<file path="src/rtl/pipe_defines.sv">
// Shared pipeline defines: stage-register modes and GPR address range.
// Every pipeline register and the hazard controller include this header.
`ifndef PIPE_DEFINES_SV
`define PIPE_DEFINES_SV
`define Normal 2'b00
`define Stall  2'b01
`define Flush  2'b10
`define GPR_ADDR_SPACE 4:0
`endif

</file>
<file path="src/rtl/pipe_hazard_ctrl_pkg.sv">
// Common types and helpers for the hazard controller.
`include "pipe_defines.sv"
package pipe_hazard_ctrl_pkg;
  localparam logic [1:0] MODE_NORMAL = `Normal;
  localparam logic [1:0] MODE_STALL  = `Stall;
  localparam logic [1:0] MODE_FLUSH  = `Flush;

  typedef logic [`GPR_ADDR_SPACE] gpr_addr_t;

  // Source operand reads the register the EXE instruction is about to produce.
  function automatic logic src_hit(input logic re, input gpr_addr_t rs, input gpr_addr_t rd);
    return re & (rs == rd);
  endfunction
endpackage

</file>
<file path="src/rtl/pipe_hazard_ctrl_if.sv">
// Hazard-controller bus: stage hazard inputs in, per-stage modes and perf counters out.
`include "pipe_defines.sv"
interface pipe_hazard_ctrl_if;
  logic [`GPR_ADDR_SPACE] id_rs1_addr_i, id_rs2_addr_i;
  logic                   id_rs1_re_i, id_rs2_re_i;
  logic [`GPR_ADDR_SPACE] ex_rd_addr_i;
  logic                   ex_rd_we_i, ex_mem_re_i;
  logic                   ex_branch_taken_i;
  logic                   ex_div_start_i;
  logic                   mem_req_i, mem_ready_i;
  logic [1:0]             pc_mode_o, if_id_mode_o, id_exe_mode_o, exe_mem_mode_o, mem_wb_mode_o;
  logic [31:0]            stall_cnt_o, flush_cnt_o;

  modport master (
    output id_rs1_addr_i, id_rs2_addr_i, id_rs1_re_i, id_rs2_re_i,
           ex_rd_addr_i, ex_rd_we_i, ex_mem_re_i, ex_branch_taken_i, ex_div_start_i,
           mem_req_i, mem_ready_i,
    input  pc_mode_o, if_id_mode_o, id_exe_mode_o, exe_mem_mode_o, mem_wb_mode_o,
           stall_cnt_o, flush_cnt_o
  );

  modport slave (
    input  id_rs1_addr_i, id_rs2_addr_i, id_rs1_re_i, id_rs2_re_i,
           ex_rd_addr_i, ex_rd_we_i, ex_mem_re_i, ex_branch_taken_i, ex_div_start_i,
           mem_req_i, mem_ready_i,
    output pc_mode_o, if_id_mode_o, id_exe_mode_o, exe_mem_mode_o, mem_wb_mode_o,
           stall_cnt_o, flush_cnt_o
  );
endinterface

</file>
<file path="src/rtl/pipe_hazard_ctrl_sat_counter.sv">
// 32-bit event counter that sticks at all-ones instead of wrapping.
module sat_counter (
  input  logic        clk_i,
  input  logic        rst_ni,
  input  logic        inc_i,
  output logic [31:0] cnt_o
);
  logic [31:0] cnt_q, cnt_d;

  always_comb begin
    cnt_d = cnt_q;
    if (inc_i && (cnt_q != '1)) cnt_d = cnt_q + 32'd1;
  end

  always_ff @(posedge clk_i or negedge rst_ni) begin
    if (!rst_ni) cnt_q <= '0;
    else         cnt_q <= cnt_d;
  end

  assign cnt_o = cnt_q;
endmodule

</file>
<file path="src/rtl/pipe_hazard_ctrl.sv">
// Pipeline hazard controller: per-stage Normal/Stall/Flush from memory wait,
// multi-cycle EXE ops, taken branches and load-use; plus stall/flush counters.
`include "pipe_defines.sv"
module pipe_hazard_ctrl
  import pipe_hazard_ctrl_pkg::*;
#(
  parameter int unsigned DIV_LAT = 32
) (
  input logic               clk_i,
  input logic               rst_ni,
  pipe_hazard_ctrl_if.slave hz
);
  localparam int unsigned CW = $clog2(DIV_LAT);
  localparam logic [CW-1:0] CNT_LOAD = CW'(DIV_LAT - 2);

  typedef enum logic {RUN = 1'b0, BUSY = 1'b1} state_e;

  state_e      state_q, state_d;
  logic [CW-1:0] cnt_q, cnt_d;
  logic        mem_stall, load_use, br_flush;
  logic [1:0]  pc_mode, if_id_mode, id_exe_mode, exe_mem_mode, mem_wb_mode;

  assign mem_stall = hz.mem_req_i & ~hz.mem_ready_i;
  assign load_use  = hz.ex_mem_re_i & hz.ex_rd_we_i & (hz.ex_rd_addr_i != '0) &
                     (src_hit(hz.id_rs1_re_i, hz.id_rs1_addr_i, hz.ex_rd_addr_i) |
                      src_hit(hz.id_rs2_re_i, hz.id_rs2_addr_i, hz.ex_rd_addr_i));

  always_comb begin
    state_d      = state_q;
    cnt_d        = cnt_q;
    br_flush     = 1'b0;
    pc_mode      = MODE_NORMAL;
    if_id_mode   = MODE_NORMAL;
    id_exe_mode  = MODE_NORMAL;
    exe_mem_mode = MODE_NORMAL;
    mem_wb_mode  = MODE_NORMAL;
    if (mem_stall) begin
      // Whole front of the pipe freezes; a bubble drains into WB. FSM frozen too.
      pc_mode      = MODE_STALL;
      if_id_mode   = MODE_STALL;
      id_exe_mode  = MODE_STALL;
      exe_mem_mode = MODE_STALL;
      mem_wb_mode  = MODE_FLUSH;
    end else if (state_q == BUSY) begin
      if (cnt_q != '0) begin
        pc_mode      = MODE_STALL;
        if_id_mode   = MODE_STALL;
        id_exe_mode  = MODE_STALL;
        exe_mem_mode = MODE_FLUSH;
        cnt_d        = cnt_q - CW'(1);
      end else begin
        state_d = RUN;
      end
    end else if (hz.ex_branch_taken_i) begin
      if_id_mode  = MODE_FLUSH;
      id_exe_mode = MODE_FLUSH;
      br_flush    = 1'b1;
    end else if (hz.ex_div_start_i) begin
      // Start cycle plus DIV_LAT-2 countdown plus the completion cycle = DIV_LAT.
      pc_mode      = MODE_STALL;
      if_id_mode   = MODE_STALL;
      id_exe_mode  = MODE_STALL;
      exe_mem_mode = MODE_FLUSH;
      state_d      = BUSY;
      cnt_d        = CNT_LOAD;
    end else if (load_use) begin
      pc_mode     = MODE_STALL;
      if_id_mode  = MODE_STALL;
      id_exe_mode = MODE_FLUSH;
    end
    if (!rst_ni) begin
      pc_mode      = MODE_FLUSH;
      if_id_mode   = MODE_FLUSH;
      id_exe_mode  = MODE_FLUSH;
      exe_mem_mode = MODE_FLUSH;
      mem_wb_mode  = MODE_FLUSH;
    end
  end

  always_ff @(posedge clk_i or negedge rst_ni) begin
    if (!rst_ni) begin
      state_q <= RUN;
      cnt_q   <= '0;
    end else begin
      state_q <= state_d;
      cnt_q   <= cnt_d;
    end
  end

  assign hz.pc_mode_o      = pc_mode;
  assign hz.if_id_mode_o   = if_id_mode;
  assign hz.id_exe_mode_o  = id_exe_mode;
  assign hz.exe_mem_mode_o = exe_mem_mode;
  assign hz.mem_wb_mode_o  = mem_wb_mode;

  sat_counter u_stall_cnt (
    .clk_i (clk_i),
    .rst_ni(rst_ni),
    .inc_i (pc_mode == MODE_STALL),
    .cnt_o (hz.stall_cnt_o)
  );

  sat_counter u_flush_cnt (
    .clk_i (clk_i),
    .rst_ni(rst_ni),
    .inc_i (br_flush),
    .cnt_o (hz.flush_cnt_o)
  );
endmodule

</file>
<file path="src/flat_wrapper.sv">
// flat-port wrapper written by rule: the top's interface ports become plain ports
module pipe_hazard_ctrl_flat import pipe_hazard_ctrl_pkg::*;
#(
  parameter int unsigned DIV_LAT = 32
)
  (clk_i, rst_ni, hz_id_rs1_addr_i, hz_id_rs2_addr_i, hz_id_rs1_re_i, hz_id_rs2_re_i, hz_ex_rd_addr_i, hz_ex_rd_we_i, hz_ex_mem_re_i, hz_ex_branch_taken_i, hz_ex_div_start_i, hz_mem_req_i, hz_mem_ready_i, hz_pc_mode_o, hz_if_id_mode_o, hz_id_exe_mode_o, hz_exe_mem_mode_o, hz_mem_wb_mode_o, hz_stall_cnt_o, hz_flush_cnt_o);
  pipe_hazard_ctrl_if hz_i ();
  input logic clk_i;
  input logic rst_ni;
  input wire logic [$bits(hz_i.id_rs1_addr_i)-1:0] hz_id_rs1_addr_i;
  input wire logic [$bits(hz_i.id_rs2_addr_i)-1:0] hz_id_rs2_addr_i;
  input wire logic [$bits(hz_i.id_rs1_re_i)-1:0] hz_id_rs1_re_i;
  input wire logic [$bits(hz_i.id_rs2_re_i)-1:0] hz_id_rs2_re_i;
  input wire logic [$bits(hz_i.ex_rd_addr_i)-1:0] hz_ex_rd_addr_i;
  input wire logic [$bits(hz_i.ex_rd_we_i)-1:0] hz_ex_rd_we_i;
  input wire logic [$bits(hz_i.ex_mem_re_i)-1:0] hz_ex_mem_re_i;
  input wire logic [$bits(hz_i.ex_branch_taken_i)-1:0] hz_ex_branch_taken_i;
  input wire logic [$bits(hz_i.ex_div_start_i)-1:0] hz_ex_div_start_i;
  input wire logic [$bits(hz_i.mem_req_i)-1:0] hz_mem_req_i;
  input wire logic [$bits(hz_i.mem_ready_i)-1:0] hz_mem_ready_i;
  output wire logic [$bits(hz_i.pc_mode_o)-1:0] hz_pc_mode_o;
  output wire logic [$bits(hz_i.if_id_mode_o)-1:0] hz_if_id_mode_o;
  output wire logic [$bits(hz_i.id_exe_mode_o)-1:0] hz_id_exe_mode_o;
  output wire logic [$bits(hz_i.exe_mem_mode_o)-1:0] hz_exe_mem_mode_o;
  output wire logic [$bits(hz_i.mem_wb_mode_o)-1:0] hz_mem_wb_mode_o;
  output wire logic [$bits(hz_i.stall_cnt_o)-1:0] hz_stall_cnt_o;
  output wire logic [$bits(hz_i.flush_cnt_o)-1:0] hz_flush_cnt_o;
  assign hz_i.id_rs1_addr_i = hz_id_rs1_addr_i;
  assign hz_i.id_rs2_addr_i = hz_id_rs2_addr_i;
  assign hz_i.id_rs1_re_i = hz_id_rs1_re_i;
  assign hz_i.id_rs2_re_i = hz_id_rs2_re_i;
  assign hz_i.ex_rd_addr_i = hz_ex_rd_addr_i;
  assign hz_i.ex_rd_we_i = hz_ex_rd_we_i;
  assign hz_i.ex_mem_re_i = hz_ex_mem_re_i;
  assign hz_i.ex_branch_taken_i = hz_ex_branch_taken_i;
  assign hz_i.ex_div_start_i = hz_ex_div_start_i;
  assign hz_i.mem_req_i = hz_mem_req_i;
  assign hz_i.mem_ready_i = hz_mem_ready_i;
  assign hz_pc_mode_o = hz_i.pc_mode_o;
  assign hz_if_id_mode_o = hz_i.if_id_mode_o;
  assign hz_id_exe_mode_o = hz_i.id_exe_mode_o;
  assign hz_exe_mem_mode_o = hz_i.exe_mem_mode_o;
  assign hz_mem_wb_mode_o = hz_i.mem_wb_mode_o;
  assign hz_stall_cnt_o = hz_i.stall_cnt_o;
  assign hz_flush_cnt_o = hz_i.flush_cnt_o;
  pipe_hazard_ctrl #(.DIV_LAT(DIV_LAT)) u_core (.clk_i(clk_i), .rst_ni(rst_ni), .hz(hz_i));
endmodule
</file>
<file path="config.mk">
export PLATFORM = sky130hd
export DESIGN_NAME = pipe_hazard_ctrl_flat
export DESIGN_NICKNAME = d
export VERILOG_FILES = /design/src/rtl/pipe_hazard_ctrl_pkg.sv /design/src/rtl/pipe_hazard_ctrl_if.sv /design/src/rtl/pipe_hazard_ctrl_sat_counter.sv /design/src/rtl/pipe_hazard_ctrl.sv /design/src/flat_wrapper.sv
export VERILOG_INCLUDE_DIRS = /design/src /design/src/rtl
export SDC_FILE = /design/constraint.sdc
export NUM_CORES = 1
export LEC_CHECK = 0
export BUFFER_PORTS_ARGS = -buffer_cell sky130_fd_sc_hd__buf_2
export CAP_MARGIN = 20
export CORE_MARGIN = 3
export CORE_UTILIZATION = 30
export DETAILED_ROUTE_END_ITERATION = 8
export GPL_ROUTABILITY_DRIVEN = 0
export PLACE_DENSITY_LB_ADDON = 0.08
export SYNTH_ARGS = -nofsm -noshare
export SYNTH_HDL_FRONTEND = slang
export SYNTH_HIERARCHICAL = 1
export SYNTH_SLANG_ARGS = --single-unit
export TNS_END_PERCENT = 10
</file>
<file path="constraint.sdc">
create_clock -name clk_i -period 2.7 [get_ports clk_i]
set_input_delay 0.135 -clock clk_i [delete_from_list [all_inputs] [get_ports clk_i]]
set_output_delay 0.135 -clock clk_i [all_outputs]
set_load 0.01 [all_outputs]
</file>
Word-level counts from Yosys, hierarchy flattened. Cells that the tools add are included.

Add/subtract/negate cells: 3. Multiply operators: 0. Divide/modulo/power cells: 0. Order comparisons: 0. Eq/ne operators: 7. Shifts and indexed selects: 0. Mux-type cells: 36. Bitwise operators: 9. Reductions and logical operators: 6.

Operators with widths (number): 32-bit by 1-bit adder with 32-bit output, second input constant (2); 32-bit != test, second input constant (2); 2-bit 2-to-1 mux (23); 5-bit 2-to-1 mux (4); 5-bit equality test (2); 5-bit nonzero test (2); 1-bit 2-to-1 mux (9); 1-bit bitwise AND (6); 5-bit by 1-bit subtractor with 5-bit output, second input constant (1); 4-bit AND reduction (1); 2-bit by 1-bit equality test with 1-bit output, second input constant (1); 1-bit logical AND (2); 2-bit by 1-bit != test with 1-bit output, second input constant (1); 2-bit != test, second input constant (1); 1-bit inverter (2); 2-bit nonzero test (1); 1-bit OR (1).

Register bits: 70. Bits in latches: 0. Bits in writable memories: 0. ROM bits: 0. Output and inout bits: 74. Word-level logic and storage cells: 65. Memories kept: 0.

Depth between registers and ports, before layout. Gate-level depths: netlist (run 1).

Word-level depth: 12. Depth in mapped cells: 12. Depth with buffers taken out: 11.

By module. The synthesis (run 1) kept the hierarchy.

By module, submodules not included: sat_counter (instances 2, cells each 151, area an instance 1624.1 um2); pipe_hazard_ctrl (instances 1, cells each 63, area an instance 545.5 um2).

Worst setup path after synthesis (run 1). Ideal clock, no wire load.

Path kind: reg-to-reg. From: register u_core.state_q. To: register u_core.u_stall_cnt.cnt_q[29], in the netlist u_core/u_stall_cnt/cnt_o[29]. Setup time: 0.079 ns. Arrival time: 2.495 ns. Required time: 2.621 ns. Setup slack: 0.126 ns. Cell stages (with the launch flop): 9. Buffers on the path: 1. Period minus slack after synthesis: 2.574 ns. Cells stage by stage: dfrtp_1 or4_1 o21bai_1 and3_1 nor2b_1 clkbuf_1 nand4_1 nor4_2 xor2_1.

Word-level cells in the longest chain between the ends: 5.

RTL lines: from (decl) (line pipe_hazard_ctrl.sv:18) `state_e state_q, state_d;`; from (signal assigned) (line pipe_hazard_ctrl.sv:85) `state_q <= state_d;`; 2-bit 2-to-1 mux (line pipe_hazard_ctrl.sv:44) `end else if (state_q == BUSY) begin`; 2-bit 2-to-1 mux (line pipe_hazard_ctrl.sv:37) `if (mem_stall) begin`; 2-bit 2-to-1 mux (line pipe_hazard_ctrl.sv:71) `if (!rst_ni) begin`; 2-bit by 1-bit equality test with 1-bit output (line pipe_hazard_ctrl.sv:99) `.inc_i (pc_mode == MODE_STALL),`; 1-bit logical AND (line pipe_hazard_ctrl_sat_counter.sv:12) `if (inc_i && (cnt_q != '1)) cnt_d = cnt_q + 32'd1;`; to (signal assigned) (line pipe_hazard_ctrl_sat_counter.sv:17) `else cnt_q <= cnt_d;`; to (decl) (line pipe_hazard_ctrl_sat_counter.sv:8) `logic [31:0] cnt_q, cnt_d;`.

No other way between the ends. A chain may end at the register's enable or synchronous reset.

Final worst setup path (run 1).
From: register u_core.cnt_q[0]. To: register u_core.u_stall_cnt.cnt_q[25], in the netlist u_core/u_stall_cnt/cnt_o[25].

Word-level cells in the longest chain between the ends: 7.

RTL lines: from (decl) (line pipe_hazard_ctrl.sv:19) `logic [CW-1:0] cnt_q, cnt_d;`; from (signal assigned) (line pipe_hazard_ctrl.sv:86) `cnt_q <= cnt_d;`; 5-bit nonzero test (line pipe_hazard_ctrl.sv:45) `if (cnt_q != '0) begin`; 1-bit 2-to-1 mux (line pipe_hazard_ctrl.sv:45); 2-bit 2-to-1 mux (line pipe_hazard_ctrl.sv:44); 2-bit 2-to-1 mux (line pipe_hazard_ctrl.sv:37); 2-bit 2-to-1 mux (line pipe_hazard_ctrl.sv:71); 2-bit by 1-bit equality test with 1-bit output (line pipe_hazard_ctrl.sv:99); 1-bit logical AND (line pipe_hazard_ctrl_sat_counter.sv:12).

No other way between the ends.

==> flow_summary.json, run 1 <==
{
  "ys_top_cells_by_area": "dfrtp_1, xnor2_1, nand4_1",
  "cap_viol_max_count": 0,
  "powerDensity_nw_per_um2": 613,
  "synth_commonest_cells": "dfrtp_1, xnor2_1, nand2_1",
  "synth_seq_cells": 70,
  "dpl.cell_count": 633,
  "tns_ps": 0,
  "hold_violations": 0,
  "syn_inst": 365,
  "grt_pass1_wl_um": 17000,
  "max-vdd-ir-drop_mv": 0.383,
  "cts_tree": "built",
  "io_pins": 99,
  "final_core_util_pct": 39.4,
  "synth.most_common_cell": "dfrtp_1",
  "insertedDiodeCount": 0,
  "grt_max_degree": 74,
  "dpl.hpwl_um": 7430,
  "leakage_nw": 2.21,
  "die_y_um": 118,
  "avgSynthCellArea_um2": 10.4,
  "crit_path_max_fanout": 4,
  "cts.clk_slew.worst_paths_ps": 60,
  "clock-skew-final_ps": 7.57,
  "seq_area_frac_synth_pct": 46.2,
  "r2r-start": "u_core/cnt_q[0]",
  "die_w_um": 118,
  "drtAntennaViolNets": 0,
  "r2r_end": "u_core/u_stall_cnt/cnt_o[25]",
  "synthArstFlopShare_pct": 100,
  "reg2reg_setup_slack_ps": 240,
  "synth_nets": 393,
  "rsz0062_at_grt": "no",
  "grtUsageTotal_pct": 14.9,
  "die-area_um2": 14000,
  "worstSetupPathType": "reg -> reg",
  "cts_sinks": 70,
  "remaining_drc_errors": 0,
  "clockRootBuffer": "clkbuf_16",
  "clockBufferDepth": 2,
  "drtIter0Drc": 218,
  "cts_setup_buffers": 0,
  "drv_slew": 0,
  "fin_crit_ps": 2460,
  "synthesis.area_um2": 3790,
  "final_net_count": 504,
  "htreeDepth": 3,
  "wl_um": 10100,
  "status": "finished clean",
  "grt_pass1_vias": 3193,
  "synth_edf_count": 0,
  "pre_cts_ws_ps": 106,
  "grt.overflow.total": 0,
  "seq_area_um2": 1750,
  "antenna_found_initial": 0,
  "worstSkewPairLatency_ps": 330,
  "synth_largest_area_cell": "dfrtp_1",
  "multi_input_area_um2": 1970,
  "start_kind": "flop",
  "fin_cells": 647,
  "core_area_um2": 12200,
  "slew_headroom_pct": 35.9,
  "row_count": 40,
  "worst_slack_ps": 241,
  "syn2layout_area_growth_pct": 26.5,
  "synth_top_flop_cell": "dfrtp_1",
  "port_buffers": 97,
  "cp.arrival_ps": 2670,
  "worstMarginPinSlew_ps": 961,
  "setup_violations": 0,
  "period_share_pct": 91.1,
  "drive_gt1_share_pct": 30.3,
  "yosysWarnings": 6,
  "critPathCaptureType": "flop",
  "via_count": 3172,
  "r2r_cells": 11,
  "first_pass_iters": 4,
  "cts_made_buffers": 9,
  "filler_cell_count": 1260,
  "cp.required_ps": 2910,
  "fmax_ghz": 0.407,
  "via_per_inst": 4.90,
  "holdCritPathClass": "in -> async",
  "initial_core_util_pct": 31.2,
  "wire_per_inst_um": 15.6,
  "synth_top_area_share_pct": 46.2,
  "synth_cell_types": 44
}
==> layout make-up <==
class	instances	share of cell area [%]
multi-input combinational	282	41.2
sequential	70	36.5
timing repair buffer	107	11.7
clock buffer	13	5.63
tap	168	4.38
inverter	6	0.469
clock inverter	1	0.104
==> worst max-delay path by stage <==
stage / from / endpoint / cells past startpoint
floorplan: u_core/state_q / u_core/u_stall_cnt/cnt_o[29] / 8
global placement: u_core/cnt_q[0] / u_core/u_stall_cnt/cnt_o[29] / 11
detailed placement: u_core/cnt_q[0] / u_core/u_stall_cnt/cnt_o[29] / 11
CTS: u_core/cnt_q[0] / u_core/u_stall_cnt/cnt_o[29] / 11
global route: u_core/cnt_q[0] / u_core/u_stall_cnt/cnt_o[25] / 11
finish: u_core/cnt_q[0] / u_core/u_stall_cnt/cnt_o[25] / 11
==> per-stage QoR <==
step / area [um^2] / hold slack (ps) / total power (W)
after floorplan: 3790 / -161 / 0.00162
after global placement: 4510 / 467 / 0.00185
after detailed placement: 4510 / 461 / 0.00185
after CTS: 4790 / 106 / 0.00299
after global routing: 4800 / 179 / 0.00311
final: 4800 / 70.0 / 0.00294
==> where the power goes <==
part	internal [W]	leakage, nW	total (W)	switching (W)
clock network	0.000685	0.138	0.00110	0.000417
logic	0.000232	1.14	0.000517	0.000284
registers	0.00117	0.938	0.00132	0.000152
total	0.00209	2.21	0.00294	0.000854
==> registers in the layout, summed over array words and instances, names as in the netlist <==
register / flops
u_core/u_stall_cnt/cnt_o: 32
u_core/state_q: 1
u_core/cnt_q: 5
u_core/u_flush_cnt/cnt_o: 32
==> layout by cell type, fill, tap and decap left out, types with 2 or more instances in the layout <==
cell,n
a31oi_1,3
mux2_1,2
dfrtp_1,70
and3_1,7
ha_1,3
nand3b_1,2
nor4_1,8
o31ai_4,2
nor2_1,20
nor4_4,2
nor3_1,8
or4_4,4
a21oi_1,6
o21bai_1,4
nor4_2,2
and4_1,8
nor3_2,4
clkbuf_8,3
xnor2_1,50
xor2_1,18
buf_2,96
nand4_2,2
nand2b_1,4
nand3_2,2
o211ai_1,5
clkbuf_16,9
a21o_1,2
nand3_1,31
mux2_2,2
or4_1,3
nor2b_1,2
nand4_1,30
buf_4,11
inv_1,6
nand2_1,34
nand2_2,2
==> routing by layer <==
metal	wire length [um]	global-route usage, %	up-vias
li1	-	-	1544
met1	5140	21.5	1555
met2	4410	21.7	63
met3	380	3.35	10
met4	140	5.79	0
met5	0	0	-
==> what timing repair did <==
action | CTS | global route
hold buffers | 0 | 0
setup endpoints to repair | 0 | 7
hold endpoints to repair | 0 | 0
resized for setup | 0 | 2
==> worst max-delay path: stages (launching register included) <==
cell and delay [ps]:
dfrtp_1 350, inv_1 70, ha_1 220, nor3b_2 180
a22oi_1 150, o21a_1 160, o21bai_1 150, and3_1 240
nand3_1 210, nor3_2 330, nand4_1 150, xnor2_1 140
==> kinds of logic (layout without fill, tap and decap cells) <==
kind of cell	count (synthesis)	in the layout	share of synthesized area [%]
other	1	1	0.0988
buffers and inverters	13	127	1.98
and+or+nand+nor	179	179	28.1
AOI/OAI and AO/OA	27	27	5.74
xor gates and xnor gates	68	68	15.7
muxes	4	4	1.19
adders and majority gates	3	3	0.990
DFF	70	70	46.2
No activity file was read; power rests on OpenSTA's default activity.
==> run 2: changes to the inputs <==
--- a/config.mk
+++ b/config.mk
@@ -8,6 +8,8 @@
 export LEC_CHECK = 0
 export BUFFER_PORTS_ARGS = -buffer_cell sky130_fd_sc_hd__buf_2
 export CAP_MARGIN = 20
+export CELL_PAD_IN_SITES_DETAIL_PLACEMENT = 0
+export CELL_PAD_IN_SITES_GLOBAL_PLACEMENT = 2
 export CORE_MARGIN = 3
 export CORE_UTILIZATION = 30
 export DETAILED_ROUTE_END_ITERATION = 8
==> run 2 against run 1 <==
- sequential cell count unchanged
- via count increased by 0.66%
- non-clock buffer count grew 1
- critical path type unchanged
- cell area grew 0.21%
- wire length rose by 4.1%
- largest cell class unchanged
- critical path depth stayed put
- setup slack got worse by 43 ps
- sequential power hardly changed
==> flow_summary.json, run 2 (same netlist as run 1, synthesis figures left out) <==
{
  "cts_made_buffers": 9,
  "worstMarginPinSlew_ps": 962,
  "io_pins": 99,
  "crit_path_max_fanout": 4,
  "tns_ps": 0,
  "wl_um": 10500,
  "max-vdd-ir-drop_mv": 0.356,
  "grtUsageTotal_pct": 15.6,
  "clock-skew-final_ps": 3.59,
  "final_net_count": 505,
  "fin_crit_ps": 2500,
  "holdCritPathClass": "in -> async",
  "grt.met3_usage_pct": 4.21,
  "drive_gt1_share_pct": 30.6,
  "antenna_found_initial": 0,
  "grt.overflow.total": 0,
  "die_y_um": 118,
  "powerDensity_nw_per_um2": 612,
  "setup_violations": 0,
  "cts_setup_buffers": 0,
  "core_area_um2": 12200,
  "clockBufferDepth": 2,
  "worstSetupPathType": "reg -> reg",
  "insertedDiodeCount": 0,
  "htreeDepth": 3,
  "first_pass_iters": 5,
  "fmax_ghz": 0.400,
  "clockRootBuffer": "clkbuf_16",
  "most-common-layout-cells": "buf_2, dfrtp_1, xnor2_1, nand2_1, nand3_1",
  "wire_per_inst_um": 16.2,
  "die-area_um2": 14000,
  "grt_pass1_vias": 3270,
  "slew_headroom_pct": 35.9,
  "layout.cells.most_common": "buf_2",
  "busiest_layer": "met2",
  "remaining_drc_errors": 0,
  "cp.arrival_ps": 2720,
  "drv_slew": 0,
  "cp.required_ps": 2920,
  "dpl.hpwl_um": 7660,
  "port_buffers": 97,
  "power.total_w": 0.00294,
  "via_per_inst": 4.92,
  "grt_max_degree": 74,
  "syn2layout_area_growth_pct": 26.7,
  "period_share_pct": 92.7,
  "grt_pass1_wl_um": 17400,
  "cts_sinks": 70,
  "critPathCaptureType": "flop",
  "drtIter0Drc": 133,
  "met2_usage_pct": 26.9,
  "die_w_um": 118,
  "status": "finished clean",
  "cts_resized": 0,
  "use_met1_pct": 18.8,
  "initial_core_util_pct": 31.2,
  "cts_tree": "built",
  "via_count": 3193,
  "cts.clk_slew.worst_paths_ps": 50,
  "cap_viol_max_count": 0,
  "start_kind": "flop",
  "hold_violations": 0,
  "cts_hold_buf": 0,
  "drtAntennaViolNets": 0,
  "rsz0062_at_grt": "no",
  "worstSkewPairLatency_ps": 330,
  "row_count": 40,
  "leakage_nw": 2.21
}
## run 2: critical path: stages (launching register included)
cell	delay [ps]
dfrtp_1	340
inv_1	70
ha_1	210
nor3b_2	180
a22oi_1	150
o21a_1	160
o21bai_1	170
and3_1	240
nand3_1	250
nor3_2	330
nand4_1	150
xnor2_1	140
## run 2: path summary, 6_finish.rpt
path | start | to | slack, ps | cells past startpoint
max | u_core/cnt_q[0] | u_core/u_stall_cnt/cnt_o[25] | 200 | 11
min | rst_ni | u_core/cnt_q[2] | 70 | 2
max reg2reg | u_core/cnt_q[0] | u_core/u_stall_cnt/cnt_o[25] | 200 | 11
min reg2reg | u_core/cnt_q[4] | u_core/cnt_q[4] | 470 | 1
max in group asynchronous | rst_ni | u_core/u_stall_cnt/cnt_o[0] | 2020 | 2
min in group clk_i | hz_mem_ready_i | u_core/state_q | 190 | 3
## run 2: final cells by class
class                      instances  area (um^2)
tap                              168          210
sequential                        70         1750
timing repair buffer             108          571
clock inverter                     1         5.00
clock buffer                      14          264
fill                            1238         7350
multi-input combinational        282         1980
inverter                           6         22.5
## run 2: where the power goes
group	internal, W	switching [W]
clock network	0.000666	0.000432
logic	0.000236	0.000297
registers	0.00117	0.000144
## run 2: layer usage
metal	vias up	share of wire [%]
li1	1551	-
met1	1557	43
met2	75	51
met3	10	4.7
met4	0	1.5
met5	-	0
## run 2: per-stage QoR
stage	instance area [um^2]	setup WS [ps]	cells	hold WS [ps]	util, %
2_1_floorplan	3790	126	365	-161	-
3_3_place_gp	4520	141	634	471	37.2
3_5_place_dp	4520	24.5	634	463	37.2
4_1_cts	4790	1.83	649	116	39.4
5_1_grt	4810	14.3	649	166	39.5
6_report	4810	197	649	70.3	39.5
==> run 3: changes to the inputs <==
==> constraint.sdc (replaced) <==
create_clock -name clk_i -period 2.2 [get_ports clk_i]
set_input_delay 0.11 -clock clk_i [delete_from_list [all_inputs] [get_ports clk_i]]
set_output_delay 0.11 -clock clk_i [all_outputs]
set_load 0.01 [all_outputs]
==> run 3 against run 2 <==
- the flow now finishes with violations (negative setup slack)
- clock skew is 1.6 ps higher
- die area stayed put
- cell count is 5.5% higher
- setup slack worse by 200 ps
- via count is 3.9% higher
- cell area is 8.4% higher
- first-iteration DRC count is 9.0% lower
- clock power is 40% higher
- utilization is 3.3 points higher
- combinational power is 48% higher
- critical path type unchanged
- largest cell class unchanged
==> flow_summary.json, run 3 (same netlist as run 1, synthesis figures left out) <==
{
  "cts_tree": "built",
  "most-common-layout-cells": "buf_2, dfrtp_1, xnor2_1, buf_4, nand2_1",
  "die_w_um": 118,
  "drive_gt1_share_pct": 37.9,
  "drtAntennaViolNets": 0,
  "die_y_um": 118,
  "final_net_count": 540,
  "period_share_pct": 100,
  "grt.overflow.total": 0,
  "insertedDiodeCount": 0,
  "final_core_util_pct": 42.8,
  "failed_checks": "negative setup slack",
  "antenna_found_initial": 0,
  "start_kind": "flop",
  "slew_headroom_pct": 35.7,
  "multi_input_area_um2": 2070,
  "r2r_end": "u_core/u_stall_cnt/cnt_o[15]",
  "via_count": 3318,
  "grt_max_degree": 74,
  "htreeDepth": 3,
  "wire_per_inst_um": 16.1,
  "hold_slack_ps": 17.5,
  "die-area_um2": 14000,
  "place_area_um2": 4790,
  "filler_cell_count": 1229,
  "fin_crit_ps": 2200,
  "r2r_cells": 11,
  "clockRootBuffer": "clkbuf_16",
  "crit_start": "u_core/cnt_q[0]",
  "worstSetupPathType": "reg -> reg",
  "leakage_nw": 2.44,
  "cap_viol_max_count": 0,
  "remaining_drc_errors": 0,
  "dpl.hpwl_um": 8240,
  "port_buffers": 97,
  "seq_area_um2": 1750,
  "clockBufferDepth": 2,
  "worst_slack_ps": -2.79,
  "hold_violations": 0,
  "cp.arrival_ps": 2420,
  "worstSkewPairLatency_ps": 330,
  "critPathCaptureType": "flop",
  "endpoint": "u_core/u_stall_cnt/cnt_o[15]",
  "cts.clk_slew.worst_paths_ps": 60,
  "grtUsageTotal_pct": 16.2,
  "drv_slew": 0,
  "cts_made_buffers": 9,
  "cts_sinks": 70,
  "fmax_ghz": 0.454,
  "io_pins": 99,
  "cp.required_ps": 2420,
  "holdCritPathClass": "in -> async",
  "rsz0062_at_grt": "yes",
  "first_pass_iters": 4,
  "drtIter0Drc": 121,
  "reg2reg_setup_slack_ps": -3,
  "core_area_um2": 12200,
  "r2r-start": "u_core/cnt_q[0]",
  "max-vdd-ir-drop_mv": 0.314,
  "grt_pass1_wl_um": 18300,
  "via_per_inst": 4.84,
  "design_area_um2": 5210,
  "powerDensity_nw_per_um2": 762,
  "syn2layout_area_growth_pct": 37.3,
  "worstMarginPinSlew_ps": 964,
  "tns_ps": -2.86,
  "initial_core_util_pct": 31.2,
  "wl_um": 11000,
  "clock-skew-final_ps": 5.22,
  "crit_path_max_fanout": 3,
  "status": "complete, but fails checks",
  "row_count": 40,
  "setup_violations": 2,
  "layout.cells.most_common": "buf_2",
  "grt_pass1_vias": 3524
}
-- run 3: timing repair --
item,in CTS,in global routing
gates resized for setup,7,4
hold buffers,0,0
pin swaps,6,11
setup endpoints to repair,16,29
hold endpoints to repair,0,0
setup buffers,6,1
-- run 3: layer usage --
| metal | up-vias | wire length, um | track usage [%] |
|---|---|---|---|
| li1 | 1613 | - | - |
| met1 | 1631 | 4940 | 19.9 |
| met2 | 64 | 5620 | 28.7 |
| met3 | 10 | 333 | 2.82 |
| met4 | 0 | 138 | 5.36 |
| met5 | - | 0 | 0 |
-- run 3: how the worst min path moves through the flow --
stage                                 end  slack (ps)  cells after the start
after global placement    u_core/cnt_q[4]         450                      2
after global routing      u_core/cnt_q[4]         110                      2
after detailed placement  u_core/cnt_q[4]         450                      2
after floorplan           u_core/cnt_q[0]        -190                      0
final                     u_core/cnt_q[4]          20                      2
after CTS                 u_core/cnt_q[4]          90                      2
-- run 3: critical path: stages (launching register included) --
cell and delay [ps]:
dfrtp_1 380, inv_2 80, ha_4 130, nor3b_4 180
a22oi_1 90, o21a_1 200, o21bai_4 190, and3_4 200
nor2b_4 130, buf_4 140, nand3_2 70, mux2_4 300
-- run 3: layout make-up --
class | count | area share, %
sequential | 70 | 33.6
timing repair buffer | 143 | 16.1
inverter | 6 | 0.432
clock buffer | 12 | 5.12
tap | 168 | 4.03
clock inverter | 4 | 1.03
multi-input combinational | 282 | 39.7
-- run 3: report_power, final --
group / internal (W) / leakage (nW) / switching [W] / total [W]
Sequential: 0.00143 / 0.938 / 0.000213 / 0.00165
Clock: 0.000972 / 0.151 / 0.000567 / 0.00154
Combinational: 0.000393 / 1.35 / 0.000394 / 0.000787
Total: 0.00280 / 2.44 / 0.00117 / 0.00397
-- run 3: stage by stage --
stage	total power [W]	instances	setup slack (ps)
after floorplan	0.00203	365	-52.4
after global placement	0.00238	663	-55.4
after detailed placement	0.00239	663	-116
after CTS	0.00401	684	-24.8
after global routing	0.00421	685	-131
final	0.00397	685	-2.79
